==> src/rtl/cntr_ctrl_pkg.sv <==
// cntr_ctrl_pkg: shared state encoding and default width for the counter sequencer
package cntr_ctrl_pkg;
  localparam int N_DEF = 4;
  typedef enum logic [2:0] {IDLE, LOAD, RUN, HOLD, DONE} state_t;
endpackage

==> src/rtl/updown_cntr.sv <==
// updown_cntr: loadable up/down counter, load beats step, steps on every non-load cycle
module updown_cntr import cntr_ctrl_pkg::*; #(
  parameter int N = N_DEF
) (
  input  logic         clk,
  input  logic         reset,
  input  logic         ld,
  input  logic         up,
  input  logic [N-1:0] din,
  output logic [N-1:0] count
);
  always_ff @(posedge clk)
    if (!reset) count <= '0;
    else count <= ld ? din : up ? count + N'(1) : count - N'(1);
endmodule

==> src/rtl/cntr_seq_ctrl.sv <==
// cntr_seq_ctrl: sequences the counter from a captured start value to a captured end value
module cntr_seq_ctrl import cntr_ctrl_pkg::*; #(
  parameter int N = N_DEF
) (
  input  logic         clk,
  input  logic         reset,
  input  logic         start,
  input  logic         abort,
  input  logic         pause,
  input  logic         rpt_en,
  input  logic         dir,
  input  logic [N-1:0] start_val,
  input  logic [N-1:0] end_val,
  output logic [N-1:0] count,
  output logic         busy,
  output logic         done
);
  state_t state, state_nx;
  logic dir_r, ld, up, match;
  logic [N-1:0] sv_r, ev_r, din;
  assign match = count == ev_r;
  always_ff @(posedge clk)
    if (!reset) state <= IDLE;
    else state <= state_nx;
  always_comb
    state_nx = state == IDLE ? (start ? LOAD : IDLE) :
               abort         ? IDLE :
               state == LOAD ? RUN :
               state == RUN  ? (match ? (rpt_en ? LOAD : DONE) : pause ? HOLD : RUN) :
               state == HOLD ? (pause ? HOLD : RUN) : IDLE;
  // The counter has no enable, so every non-stepping cycle reloads its own value
  always_comb begin
    ld   = !(state == RUN && !abort && !match && !pause);
    up   = dir_r;
    din  = (state == LOAD && !abort) ? sv_r : count;
    busy = state == LOAD || state == RUN || state == HOLD;
  end
  always_ff @(posedge clk)
    if (!reset) begin
      done  <= 1'b0;
      dir_r <= 1'b0;
      sv_r  <= '0;
      ev_r  <= '0;
    end else begin
      done <= state == RUN && match && !abort;
      if (state == IDLE && start) begin
        dir_r <= dir;
        sv_r  <= start_val;
        ev_r  <= end_val;
      end
    end
  updown_cntr #(.N(N)) u_cntr (
    .clk   (clk),
    .reset (reset),
    .ld    (ld),
    .up    (up),
    .din   (din),
    .count (count)
  );
endmodule

==> config.mk <==
export PLATFORM = sky130hd
export DESIGN_NAME = cntr_seq_ctrl
export DESIGN_NICKNAME = d
export VERILOG_FILES = /design/src/rtl/cntr_ctrl_pkg.sv /design/src/rtl/updown_cntr.sv /design/src/rtl/cntr_seq_ctrl.sv
export SDC_FILE = /design/constraint.sdc
export NUM_CORES = 1
export LEC_CHECK = 0
export ABC_AREA = 0
export BUFFER_PORTS_ARGS = -buffer_cell sky130_fd_sc_hd__buf_4
export CORE_MARGIN = 5
export CORE_UTILIZATION = 35
export CTS_CLUSTER_DIAMETER = 120
export DETAILED_ROUTE_END_ITERATION = 10
export GPL_ROUTABILITY_DRIVEN = 0
export PLACE_DENSITY = 0.61
export SLEW_MARGIN = 20
export SYNTH_ARGS = -nofsm -noshare
export SYNTH_HDL_FRONTEND = slang
export SYNTH_SLANG_ARGS = --single-unit
==> constraint.sdc <==
create_clock -name clk -period 1.42 [get_ports clk]
set_input_delay 0.071 -clock clk [delete_from_list [all_inputs] [get_ports clk]]
set_output_delay 0.071 -clock clk [all_outputs]
set_load 0.02 [all_outputs]
==> Implementation_results.wiki <==
{| class="wikitable"
! Metric !! Value
|-
| Critical path's slowest cell || dfxtp_2
|-
| Total setup violations reported at the end of the flow || 1
|-
| Width of the die || between 60 and 70 um
|-
| Warning count from the yosys run || 0
|-
| Sequential share of the synthesized area || 0.386
|-
| Area Growth Syn to Fin || 45.5%
|-
| Routed via count || around 800
|-
| Setup slack of the worst register-to-register path || -0.07 ns
|-
| DRC violations left || 0
|-
| Fraction of final layout cells with drive strength greater than 1 || 0.422
|-
| Category of the critical setup timing path || flip-flop to flip-flop
|-
| Clock latency of the later-clocked register in the worst-skew pair || 0.30 ns
|-
| Slew at the pin with the worst max-slew slack || approximately 0.37 ns
|-
| Hold violation total from the final report || 0
|-
| GRT Overall Usage || 0.127
|-
| Stage delay of the slowest cell on the critical path || roughly 0.37 ns
|-
| Clock tree from TritonCTS || done
|-
| Average cell area after synthesis || 9.29 um2
|-
| Crit-path leading delay family || compound AO/OA/AOI/OAI gates
|-
| Worst Path Buf+Inv || 1
|-
| Met3 track utilization from global routing || 0.0281
|-
| Final critical-path required period || roughly 1.5 ns
|-
| Maximum buffer depth of the clock tree || 2
|-
| Power spent charging and discharging nets || between 300 and 400 uW
|-
| Met1 track demand over resource in global routing || 0.167
|-
| Maximum fanout count along the critical path || 4
|-
| Slew Limit Headroom || 0.755
|-
| Total clock sinks || 17
|-
| Post-synthesis register bit count || 17
|-
| Net count reported at finish || ~150
|-
| F_max || about 670 MHz
|-
| Setup crit end kind || flip-flop
|-
| Post-synthesis cell count || 95
|-
| Setup fix buffers added after clock tree synthesis || 0
|-
| Critical Path RT || around 1.6 ns
|-
| Final routed wire length divided by cell count || about 12 um
|-
| Post-detailed-placement cell area || roughly 0.0012 mm2
|-
| Non-Filler Cell Area, Final || between 0.001 and 0.0015 mm2
|-
| Wire length after detailed routing || between 2000 and 2500 um
|-
| Routed via count divided by cell count || 4.78
|-
| Static leakage || around 0.56 nW
|-
| DR pass1 iterations || 6
|-
| Maximum number of pins on one net before global-route repair || 11
|-
| Count of inserted antenna diode cells || 0
|-
| Final antenna-violating net count || 0
|-
| First-pass GRT wire length || around 3400 um
|-
| Launching element of the worst setup path || dir_r$_SDFFE_PN0P_
|-
| Tightest Hold Check Type || input port to flip-flop
|-
| Net switching share of the total power || 0.293
|-
| Most Used Layer, Global Route || met2
|-
| CTS root buffer || clkbuf_4
|-
| Power share of the combinational group || 0.251
|-
| DIE HEIGHT || approximately 60 um
|-
| Peak ir drop on the vdd network || about 0.54 mV
|-
| Failing checks || setup timing
|-
| Grt ovf || 0
|-
| Unrepaired setup endpoints after global routing || true
|-
| Netlist area before placement || just under 900 um2
|-
| Count of unique library cells instantiated by Yosys || 32
|-
| Power density over the cells || 827 mW/mm2
|-
| Area taken by multi-input logic gates || ~570 um2
|-
| CP Launch Type || flip-flop
|-
| Filler Cells Inserted || 224
|-
| Number of pins exceeding their max-slew limit in the final report || 0
|-
| Arrival @ worst endpoint || 1.71 ns
|-
| Clock transition time at the flip-flop clock pins of the worst setup and hold paths || around 0.1 ns
|-
| Floorplan Core Area || around 0.0025 mm2
|-
| DRC violation total after the first TritonRoute iteration || 21
|-
| Clock share of power || 0.253
|-
| Largest clock skew in the final design || ~0.00081 ns
|-
| Cell-internal power || 751 uW
|-
| Initial Util || 0.359
|-
| Min-Delay Startpoint || end_val[0]
|-
| Total of buffers placed on input and output ports || 20
|-
| Number of placed instances with taps included || between 150 and 200
|-
| Number of global-route vias before repair || 735
|-
| Area taken by flip-flops and latches || ~350 um2
|-
| Final setup slack of the worst path || -0.0708 ns
|-
| Critical R2R Launch || dir_r$_SDFFE_PN0P_
|-
| Status || finished with violations
|-
| Die Area || about 0.0036 mm2
|-
| Count of maximum capacitance violations || 0
|-
| TritonCTS buffer count || 3
|-
| Final non-filler cell total || ~170
|-
| Number of rows in the core area || 18
|-
| Met2 Use GR || 0.198
|-
| Portion of the clock cycle consumed by the worst path in the final layout || 1.05
|-
| IO Count || 21
|-
| Synthesized Nets || about 110
|-
| Sequential group share of total power || 0.496
|-
| DP HPWL || 1570 um
|-
| Maximum level of the CTS H-tree || 1
|-
| Number of antenna violations at the first check in global routing || 0
|-
| Critical path cell sequence || inv_4 -> ha_4 -> a21o_1 -> a21oi_2 -> xnor2_2 -> mux2i_1 -> a221oi_2
|}
## power by group through the flow
| stage | registers (mW) | logic [mW] | clock network, mW |
|---|---|---|---|
| after detailed placement | 0.536 | 0.248 | 0 |
| after floorplan | 0.536 | 0.129 | 0 |
| after global routing | 0.530 | 0.297 | 0.298 |
| final | 0.527 | 0.266 | 0.268 |
| after global placement | 0.535 | 0.239 | 0 |
| after CTS | 0.526 | 0.256 | 0.278 |
## repair_timing
action	in CTS	in global routing
endpoints found under the hold margin	3	0
resized for setup	2	6
hold buffers	3	0
pin swaps	4	2
setup endpoints to repair	6	5
## cells in the mapped netlist, drive strengths merged
master,instances,area share
nand2b,1,0.0071
a21oi,7,0.040
mux2i,1,0.011
xnor2,5,0.058
and4b,1,0.011
nor2b,1,0.0071
a311oi,2,0.020
fa,1,0.023
ha,2,0.028
o221ai,1,0.017
xor2,1,0.0099
a21boi,5,0.043
inv,4,0.017
nor2,8,0.034
and3,1,0.0071
buf,1,0.013
a21o,1,0.0085
nand4b,1,0.027
a221oi,1,0.017
nand4,1,0.014
nor4b,2,0.044
or4b,1,0.016
nand2,22,0.094
o211ai,1,0.0085
dfxtp,17,0.39
nand3b,1,0.0085
o22ai,1,0.0071
o21ai,1,0.0057
nor3,2,0.011
a31oi,1,0.0071
## through the flow
step           hold slack (ns)  setup TNS (ns)  setup WS (ns)  power, mW  utilization
6_report                0.0126         -0.0708        -0.0708       1.06        0.523
5_1_grt                 0.0148          -0.204         -0.152       1.12        0.523
4_1_cts                0.00991         -0.0733        -0.0733       1.06        0.508
3_5_place_dp             0.250          -0.171        -0.0966      0.784        0.483
3_3_place_gp             0.241         -0.0198        -0.0198      0.775        0.483
2_1_floorplan            0.143         -0.0239        -0.0239      0.665            -
## metal layers
| metal | vias to the layer above | share of wire |
|---|---|---|
| li1 | 414 | - |
| met1 | 357 | 0.44 |
| met2 | 16 | 0.51 |
| met3 | 2 | 0.040 |
| met4 | 0 | 0.0098 |
| met5 | - | 0 |
## worst paths after layout
| check | to | cells past startpoint |
|---|---|---|
| setup / recovery | u_cntr.count[3]$_SDFFE_PN0P_ | 7 |
| hold / removal | ev_r[0]$_SDFFE_PN0P_ | 3 |
| setup reg to reg | u_cntr.count[3]$_SDFFE_PN0P_ | 7 |
| hold reg to reg | sv_r[3]$_SDFFE_PN0P_ | 2 |
## worst reg2reg max path, cell delays in order, from the launching register on
cell	delay, ns
dfxtp_2	0.37
inv_4	0.05
ha_4	0.22
a21o_1	0.16
a21oi_2	0.16
xnor2_2	0.13
mux2i_1	0.11
a221oi_2	0.23
## flip-flops by register name, indices dropped and copies added (netlist names)
| signal | cells |
|---|---|
| state | 3 |
| u_cntr.count | 4 |
| ev_r | 4 |
| dir_r | 1 |
| sv_r | 4 |
| done | 1 |
## cells by family after synthesis
kind of cell / synth area share
XOR/XNOR: 0.0681
multiplexers: 0.0113
AO/OA/AOI/OAI: 0.173
buffers and inverters: 0.0298
adder cells (fa/ha/maj): 0.0511
AND/OR/NAND/NOR: 0.281
flip-flops: 0.386
## final cells by class
cell class | instances | area share
clock buffers | 3 | 0.0175
clock inverters | 1 | 0.00390
inverters | 4 | 0.0136
multi-input cells | 73 | 0.441
flip-flops and latches | 17 | 0.273
well taps | 30 | 0.0292
repair buffers | 37 | 0.222
## cell usage in the layout, fill, tap and decap left out, drive strengths merged
cell type,count
nand2,22
inv,4
xor2,1
o21ai,1
nand2b,1
or4b,1
a311oi,2
o22ai,1
o211ai,1
nor2b,1
ha,2
nand4b,1
and4b,1
nor4b,2
a21oi,7
clkinv,1
a221oi,1
nor3,2
buf,34
clkbuf,3
dlygate4sd3,3
dfxtp,17
mux2i,1
xnor2,5
a31oi,1
fa,1
nand3b,1
nand4,1
nor2,8
a21o,1
o221ai,1
and3,1
a21boi,5
(Power assumes the default switching activity.)
